### src/rtl/mips_pkg.sv
// Shared definitions for the MIPS I/O path: datapath width and I/O FSM encoding.
// Latency: n/a (types and constants only).
// Backpressure: n/a.
package mips_pkg;

   localparam int DATA_W = 32;

   typedef enum logic [1:0] {
      IDLE         = 2'd0,
      WAIT_PRESS   = 2'd1,
      WAIT_RELEASE = 2'd2,
      DONE         = 2'd3
   } io_state_e;

endpackage

### src/rtl/debouncer.sv
// Two-flop synchronizer plus stability counter for a bouncing push button.
// Latency: 2 sync cycles + DEBOUNCE_CYCLES stable cycles before level_o follows.
// Backpressure: none; free-running, samples every cycle.
module debouncer #(
   parameter int DEBOUNCE_CYCLES = 50000
) (
   input  logic clock,
   input  logic reset,
   input  logic raw_i,
   output logic level_o
);

   localparam int               CNT_W    = $clog2(DEBOUNCE_CYCLES) + 1;
   localparam logic [CNT_W-1:0] CNT_LAST = CNT_W'(DEBOUNCE_CYCLES - 1);
   localparam logic [CNT_W-1:0] CNT_ONE  = CNT_W'(1);

   logic             sync1_q;
   logic             sync2_q;
   logic             level_q;
   logic             level_d;
   logic [CNT_W-1:0] cnt_q;
   logic [CNT_W-1:0] cnt_d;

   // Count consecutive disagreeing samples; any agreeing sample restarts the count.
   always_comb begin
      cnt_d   = '0;
      level_d = level_q;
      if (sync2_q != level_q) begin
         if (cnt_q == CNT_LAST) begin
            level_d = sync2_q;
         end else begin
            cnt_d = cnt_q + CNT_ONE;
         end
      end
   end

   // Synchronizer chain, counter and accepted level registers.
   always_ff @(posedge clock) begin
      if (reset) begin
         sync1_q <= 1'b0;
         sync2_q <= 1'b0;
         cnt_q   <= '0;
         level_q <= 1'b0;
      end else begin
         sync1_q <= raw_i;
         sync2_q <= sync1_q;
         cnt_q   <= cnt_d;
         level_q <= level_d;
      end
   end

   assign level_o = level_q;

endmodule

### src/rtl/io_unit.sv
// CPU I/O unit: IN waits for a confirm press/release and captures switches; OUT latches display.
// Latency: IN completes one cycle after debounced release; OUT updates display on the issuing edge.
// Backpressure: stall holds the CPU for the whole IN handshake except the single DONE cycle.
module io_unit
   import mips_pkg::*;
#(
   parameter int DEBOUNCE_CYCLES = 50000,
   parameter int SW_WIDTH        = 16
) (
   input  logic                clock,
   input  logic                reset,
   input  logic                FLAG_input,
   input  logic                FLAG_output,
   input  logic [DATA_W-1:0]   data_out,
   input  logic [SW_WIDTH-1:0] switches,
   input  logic                confirm,
   output logic [DATA_W-1:0]   data_in,
   output logic                stall,
   output logic [DATA_W-1:0]   display,
   output logic                output_strobe
);

   io_state_e         state_q;
   io_state_e         state_d;
   logic [DATA_W-1:0] data_in_q;
   logic [DATA_W-1:0] data_in_d;
   logic [DATA_W-1:0] display_q;
   logic [DATA_W-1:0] display_d;
   logic              strobe_q;
   logic              strobe_d;
   logic              btn_level;

   debouncer #(
      .DEBOUNCE_CYCLES(DEBOUNCE_CYCLES)
   ) u_debouncer (
      .clock  (clock),
      .reset  (reset),
      .raw_i  (confirm),
      .level_o(btn_level)
   );

   // Handshake FSM, switch capture and OUT latch; the IN path wins over OUT.
   always_comb begin
      state_d   = state_q;
      data_in_d = data_in_q;
      display_d = display_q;
      strobe_d  = 1'b0;
      stall     = FLAG_input && (state_q != DONE) && !reset;

      case (state_q)
         IDLE: begin
            if (FLAG_input) begin
               state_d = WAIT_PRESS;
            end
         end
         WAIT_PRESS: begin
            // A button already held is accepted here without needing a re-press.
            if (btn_level) begin
               state_d   = WAIT_RELEASE;
               data_in_d = DATA_W'(switches);
            end
         end
         WAIT_RELEASE: begin
            if (!btn_level) begin
               state_d = DONE;
            end
         end
         DONE: begin
            // Single unstalled cycle: the CPU commits data_in and advances PC.
            state_d = IDLE;
         end
         default: begin
            state_d = IDLE;
         end
      endcase

      if (FLAG_output && !FLAG_input && !stall) begin
         display_d = data_out;
         strobe_d  = 1'b1;
      end
   end

   // State and output registers; reset aborts any capture in progress.
   always_ff @(posedge clock) begin
      if (reset) begin
         state_q   <= IDLE;
         data_in_q <= '0;
         display_q <= '0;
         strobe_q  <= 1'b0;
      end else begin
         state_q   <= state_d;
         data_in_q <= data_in_d;
         display_q <= display_d;
         strobe_q  <= strobe_d;
      end
   end

   assign data_in       = data_in_q;
   assign display       = display_q;
   assign output_strobe = strobe_q;

endmodule

### config.mk
export PLATFORM = sky130hd
export DESIGN_NAME = io_unit
export DESIGN_NICKNAME = d
export VERILOG_FILES = /design/src/rtl/mips_pkg.sv /design/src/rtl/debouncer.sv /design/src/rtl/io_unit.sv
export SDC_FILE = /design/constraint.sdc
export NUM_CORES = 1
export LEC_CHECK = 0
export CORE_MARGIN = 2
export CORE_UTILIZATION = 45
export CTS_CLUSTER_DIAMETER = 200
export DETAILED_ROUTE_END_ITERATION = 12
export PLACE_DENSITY = 0.93
export SETUP_SLACK_MARGIN = 0.4
export SYNTH_ARGS = -nofsm -noshare
export SYNTH_HDL_FRONTEND = slang
export SYNTH_SLANG_ARGS = --single-unit
### constraint.sdc
create_clock -name clock -period 2.75 [get_ports clock]
set_input_delay 0.275 -clock clock [delete_from_list [all_inputs] [get_ports clock]]
set_output_delay 0.275 -clock clock [all_outputs]
set_load 0.03 [all_outputs]
== After elaboration in Yosys (flattened, before gate mapping) ==
Cells that the tools add are included.
Word-level totals
  register bits: 71
  bits of input ports: 53
  output and inout bits: 66
Cells by class
  add/subtract/negate cells: 1
  eq/ne operators: 9
  mux-type cells: 5
  bitwise gates (word level): 1
  reductions and logical operators: 12
Operators by type and width (count)
  adder 17 x 1 -> 17 bit, second input constant: 1
  == test 17 x 16 -> 1 bit, second input constant: 1
  one-hot mux 2 bit (4 select lines): 1
  two-way mux 2 bit: 3
  inequality test 2 bit, second input constant: 3
  == test 2 bit, second input constant: 2
  logical AND 1 bit: 4
  AND reduction 2 bit: 2
  logical NOT 1 bit: 3
  AND reduction 3 bit: 1
  OR reduction 3 bit: 1
  == test 2 x 1 -> 1 bit, second input constant: 1
  logical NOT 2 bit: 1
  inequality test 2 x 1 -> 1 bit, second input constant: 1
  two-way mux 1 bit: 1
  inequality test 1 bit: 1
  NOT 1 bit: 1

== Depth between registers and ports, before layout ==
Gate-level depths: netlist of the first run.
  depth after elaboration: 6
  depth in mapped cells: 7
  depth with buffers taken out: 6

== Hierarchy ==
From an unflattened synthesis of the first run, not the netlist that was laid out.
Unflattened totals
  cells, all modules: 347
  area, all modules: 2895.3 um^2
Modules (own cells, without submodules)
  io_unit: times used 1, cells an instance 251, area each 2037.0 um^2, seq. area each 1021.0 um^2
  debouncer: times used 1, cells an instance 96, area each 858.3 um^2, seq. area each 400.4 um^2

== Worst setup path before layout of the first run ==
Ideal clock, no wire load.
  path kind: flip-flop to flip-flop
  start point: register u_debouncer.cnt_q[0]
  end point: register u_debouncer.cnt_q[14]
  library setup time: 0.115 ns
  arrival time: 1.592 ns
  data required time: 2.635 ns
  slack: 1.043 ns
  cell stages (with the launch flop): 8
  buffers on the path: 2
  period minus slack after synthesis: 1.707 ns
  cells stage by stage: dfxtp_1 -> ha_1 -> and3_1 -> clkbuf_1 -> nand3_1 -> o31ai_4 -> buf_4 -> nor2_1
On the way
  longest elaborated chain between the ends: 2
RTL lines
  from (decl): RTL line debouncer.sv:21  | logic [CNT_W-1:0] cnt_q;
  from (signal assigned): RTL line debouncer.sv:47  | cnt_q <= cnt_d;
  parallel branches: the longest is 2 deep, another holds adder 17 x 1 -> 17 bit
Parallel ways; which one is timed is not known.
A chain may end at the register's enable or synchronous reset.

== Worst setup path in the final report of the first run ==
  start point: register state_q[0]
  end point: output stall
On the way
  longest elaborated chain between the ends: 3
RTL lines
  from (decl): RTL line io_unit.sv:23  | io_state_e state_q;
  from (signal assigned): RTL line io_unit.sv:91  | state_q <= state_d;
  inequality test 2 bit: RTL line io_unit.sv:48  | stall = FLAG_input && (state_q != DONE) && !reset;
  logical AND 1 bit (2 in a row): RTL line io_unit.sv:48
  to (decl): RTL line io_unit.sv:18  | output logic stall,
No other way between the ends.

==> results.ini, run 1 <==
[die]
io_pins=119
dieArea_um2=7050
row_count=29
die_x_um=84.0
start_util_pct=45.9
design.core.area_um2=6280
die_h_um=84.0

[outcome]
status=finished, final reports clean

[global_route]
grt_pass1_vias=2508
grt_use_total_pct=19.7
grt_pass1_wl_um=11200
gr-total-overflow=0
grt_max_degree=57
antenna_found_initial=0

[placed_design]
dp_hpwl_um=4990
portBuffers=102
gp_congestion=0.841

[timing]
tightest_slew_ns=0.642
slew_viol_final=0
hold_viol_final=0
fmax_mhz=456
fin_crit_sh_pct=79.7
rsz0062_at_grt=false
setup_violations=0
skew_ns=0.00537
relSlewSlack_pct=57.2
tns_ns=0
period_needed_ns=2.19

[synthesis]
synth_cell_types=35
synth_area_per_cell_um2=8.30
synthFlopType=dfxtp_1
ys_seq_elements=71
synth.area.top_cells=dfxtp_1 49%, nand2_1 13%, a21oi_1 8.7%
netlist_area_um2=2880
synthXorXnorAreaFrac_pct=4.56
synth_cells=347
synth_edf_count=0
synth-seq-area-share_pct=49.4
yosysTopAreaCellShare_pct=49.4
yosys.area.top_type=dfxtp_1
yosys.area_share.adder_pct=2.61
ys.warnings.count=0
synth_top_family_by_area=simple AND/OR/NAND/NOR gates
synth-async-reset-ratio_pct=0
synth.area.mux_share_pct=0.695
yosys.area_share.simple_pct=23.5
synth_compound_area_share_pct=10.3

[cts]
worstSkewPairLatency_ns=0.33
clk_pin_slew_ns=0.07
cts_tree=done
cts_root_buffer=clkbuf_8
postCtsSetupRepairBufs=0
cts_buffers=9
cts_resized=0
cts_buffer_depth=2
postCtsHoldBufs=0
clock_sinks=71
htreeDepth=3

[cells_and_area]
fillers=490
syn_to_final_growth_pct=39.0
final_nets=498
finish.utilization_pct=63.8
n_antenna_cell=0
mostFrequentLayoutCells=101 x nand2_1, 101 x clkdlybuf4s50_1, 71 x dfxtp_1
drive_gt1_share_pct=4.31

[worst_setup_path]
crit_buf_inv=1
cp.required_ns=2.48
r2r_setup_slack_ns=0.82
crit_slowest_cell=clkdlybuf4s50_1
start_kind=register
crit_family=buffers and inverters
cp_slowest_stage_delay_ns=0.73
cp_data_arrival_time_ns=1.92
path_max_fanout=3
path_cells=ha_1 -> nor3b_1 -> clkdlybuf4s50_1
critPathKind=reg2out
worstSetupEndpointType=output port

[detailed_routing]
first_iter_violations=103
ant_nets=0
drc_errors=0
first_pass_iters=4
routedWlPerCell_um=13.3
via_count=2572
drt-total-wl_um=6910
vias_per_cell=4.97

[power]
power_leakage_nw=1.42
ir_drop_mv=0.382
p_per_area_nw_per_um2=552

[worst_hold_path]
hold_class=reg2reg

[flow_run]
cap_violations=0

==> routing by layer <==
metal / up-vias / track usage [%] / routed length (um)
li1: 1277 / - / -
met1: 1206 / 21.5 / 2830
met2: 79 / 36.1 / 3560
met3: 10 / 6.33 / 426
met4: 0 / 6.16 / 95
met5: - / 0 / 0
==> power by group <==
group | switching [mW] | total [mW] | internal, mW
clock network | 0.339 | 0.742 | 0.403
registers | 0.0267 | 1.09 | 1.07
logic | 0.207 | 0.373 | 0.166
==> final timing paths <==
kind / from / endpoint / depth (start not counted)
worst min-delay path: u_debouncer.sync1_q$_SDFF_PP0_ / u_debouncer.sync2_q$_SDFF_PP0_ / 1
worst max register to register: u_debouncer.cnt_q[0]$_SDFF_PP0_ / u_debouncer.cnt_q[15]$_SDFF_PP0_ / 5
worst max-delay path: state_q[0]$_SDFFE_PP0P_ / stall / 3
worst min register to register: u_debouncer.sync1_q$_SDFF_PP0_ / u_debouncer.sync2_q$_SDFF_PP0_ / 1
==> layout make-up <==
class | instances | area (um^2) | area share, %
flip-flops and latches | 71 | 1420 | 35.5
multi-input cells | 247 | 1260 | 31.5
repair buffers | 105 | 1040 | 25.9
clock buffers | 11 | 131 | 3.28
well taps | 77 | 96.3 | 2.41
clock inverters | 2 | 35.0 | 0.875
inverters | 5 | 18.8 | 0.469
==> sequential cells by signal, summed over array words and instances, names as in the netlist <==
| name | cells |
|---|---|
| state_q | 2 |
| display | 32 |
| u_debouncer.sync2_q | 1 |
| output_strobe | 1 |
| u_debouncer.sync1_q | 1 |
| data_in | 16 |
| u_debouncer.cnt_q | 17 |
| u_debouncer.level_o | 1 |
==> per-stage QoR <==
stage | cells | power [mW] | area, um^2 | hold slack [ns] | worst slack [ns]
2_1_floorplan | 362 | 1.34 | 2940 | 0.403 | 1.04
3_3_place_gp | 505 | 1.46 | 3840 | 0.419 | 0.787
3_5_place_dp | 505 | 1.49 | 3840 | 0.427 | 0.774
4_1_cts | 518 | 2.23 | 4000 | 0.442 | 0.558
5_1_grt | 518 | 2.30 | 4000 | 0.471 | 0.524
6_report | 518 | 2.21 | 4000 | 0.438 | 0.557
==> cell usage after synthesis (all sizes together) (3+ instances only) <==
master,instances
nand3,5
xor2,10
and4,4
nand2,101
inv,5
nor3,4
xnor2,5
nor2b,3
buf,19
a21oi,50
dfxtp,71
nand4,7
clkbuf,20
ha,6
nor2,18
==> worst register-to-register path, stage by stage, from the launching register on <==
cell	delay (ns)
dfxtp_1	0.37
ha_1	0.21
and3_1	0.30
nand3_1	0.23
o31ai_4	0.59
nor2_1	0.12
==> cell families (layout without fill, tap and decap cells) <==
group,after synthesis,in the layout
AO/OA/AOI/OAI,55,55
other,1,16
adder cells (fa/ha/maj),6,6
AND/OR/NAND/NOR,153,153
XOR/XNOR,15,15
flip-flops,71,71
buffers and inverters,44,123
multiplexers,2,2
Power figures use the tool's default switching activity.
==> inputs of run 2 (changes only) <==
--- a/config.mk
+++ b/config.mk
@@ -6,10 +6,10 @@
 export NUM_CORES = 1
 export LEC_CHECK = 0
 export CORE_MARGIN = 2
-export CORE_UTILIZATION = 45
+export CORE_UTILIZATION = 38
 export CTS_CLUSTER_DIAMETER = 200
 export DETAILED_ROUTE_END_ITERATION = 12
-export PLACE_DENSITY = 0.93
+export PLACE_DENSITY = 0.84
 export SETUP_SLACK_MARGIN = 0.4
 export SYNTH_ARGS = -nofsm -noshare
 export SYNTH_HDL_FRONTEND = slang
==> constraint.sdc (replaced) <==
create_clock -name clock -period 1.9 [get_ports clock]
set_input_delay 0.19 -clock clock [delete_from_list [all_inputs] [get_ports clock]]
set_output_delay 0.19 -clock clock [all_outputs]
set_load 0.03 [all_outputs]
==> results.ini, run 2 (synthesized netlist as in run 1, its figures left out) <==
[placed_design]
dp_hpwl_um=4770
gp_congestion=0.847
postPlaceCellArea_um2=3920
portBuffers=102

[power]
pwr-share-clk_pct=38.7
switchingPower_uw=837
sequentialPowerShare_pct=46.3
p_sw_share_pct=24.5
power_mw=3.41
internal_power_mw=2.58
ir_drop_mv=0.312
p_comb_share_pct=15.0
p_per_area_nw_per_um2=827
power_leakage_nw=1.69

[cts]
cts_buffers=9
clock_sinks=71
postCtsHoldBufs=0
worstSkewPairLatency_ns=0.33
cts_buffer_depth=2
clk_pin_slew_ns=0.07
htreeDepth=3
cts_root_buffer=clkbuf_8
cts_tree=done

[timing]
slew_viol_final=0
setup_violations=0
hold_viol_final=0
fmax_mhz=634
tns_ns=0
fin_crit_sh_pct=83.0
rsz0062_at_grt=true
skew_ns=0.00204
period_needed_ns=1.58
holdWs_ns=0.231

[cells_and_area]
fin_area_um2=4130
final_nets=500
layout_commonest_cell=nand2_1
mostFrequentLayoutCells=100 x nand2_1, 61 x dfxtp_1, 51 x clkdlybuf4s50_1
drive_gt1_share_pct=10.3
finish.utilization_pct=56.6
syn_to_final_growth_pct=43.4
largest_reg_flops=32
n_antenna_cell=0

[detailed_routing]
ant_nets=0
first_iter_violations=90
via_count=2549
vias_per_cell=4.68
drc_errors=0
first_pass_iters=4
drt-total-wl_um=6680
routedWlPerCell_um=12.2

[worst_setup_path]
worstSetupEndpointType=register
start_kind=register
cp_slowest_stage_delay_ns=0.57
crit_family=simple AND/OR/NAND/NOR gates
cp_data_arrival_time_ns=1.85
critPathKind=reg2reg
cp.required_ns=2.18
path_cells=or4b_4 -> or4_4 -> a21oi_2
path_max_fanout=5
crit_slowest_cell=or4b_4
crit_buf_inv=0

[global_route]
grt_pass1_vias=2346
antenna_found_initial=0
gr-total-overflow=0
grt_max_degree=34
grt_use_total_pct=16.1
grt_pass1_wl_um=10900

[die]
design.core.area_um2=7290
start_util_pct=39.5
io_pins=119
die_x_um=91.0
die_h_um=91.0
dieArea_um2=8290
row_count=31

[worst_hold_path]
hold_class=in2reg

[outcome]
status=finished, final reports clean

[flow_run]
cap_violations=0

## run 2: routing by layer
layer / wire, um / GRT usage [%]
met5: 0 / 0
met4: 137 / 8.46
met3: 343 / 3.98
met2: 3440 / 27.6
met1: 2750 / 18.5
## run 2: final cells by class
class | instances | area [um^2]
Clock buffer | 13 | 159
Clock inverter | 3 | 65.1
Fill cell | 694 | 3160
Inverter | 5 | 18.8
Multi-Input combinational cell | 247 | 1320
Sequential cell | 71 | 1440
Tap cell | 99 | 124
Timing Repair Buffer | 107 | 1010
## run 2: what timing repair did
item / CTS / global route
endpoints found under the setup margin: 67 / 19
cloned: 0 / 0
setup buffers: 0 / 0
gates resized for setup: 54 / 13
pin swaps: 0 / 1
## run 2: path summary, 6_finish.rpt
path                                                    endpoint                        startpoint  cells after the start  slack [ns]
worst max-delay path            u_debouncer.level_o$_SDFFE_PP0P_  u_debouncer.cnt_q[12]$_SDFF_PP0_                      3        0.32
worst min-delay path              u_debouncer.sync1_q$_SDFF_PP0_                             reset                      2        0.23
worst max register to register  u_debouncer.level_o$_SDFFE_PP0P_  u_debouncer.cnt_q[12]$_SDFF_PP0_                      3        0.32
worst min register to register    u_debouncer.sync2_q$_SDFF_PP0_    u_debouncer.sync1_q$_SDFF_PP0_                      1        0.44
## run 2: stage by stage
stage | std cells | worst slack, ns
after detailed placement | 529 | 0.334
after global placement | 529 | 0.333
final | 545 | 0.322
after global routing | 545 | 0.294
after floorplan | 362 | 0.363
after CTS | 545 | 0.332
## run 2: power by group through the flow
stage          logic, mW  registers [mW]  clock network [mW]
3_5_place_dp       0.532            1.62                   0
6_report           0.514            1.58                1.32
5_1_grt            0.564            1.59                1.43
3_3_place_gp       0.510            1.61                   0
2_1_floorplan      0.272            1.67                   0
4_1_cts            0.515            1.58                1.37
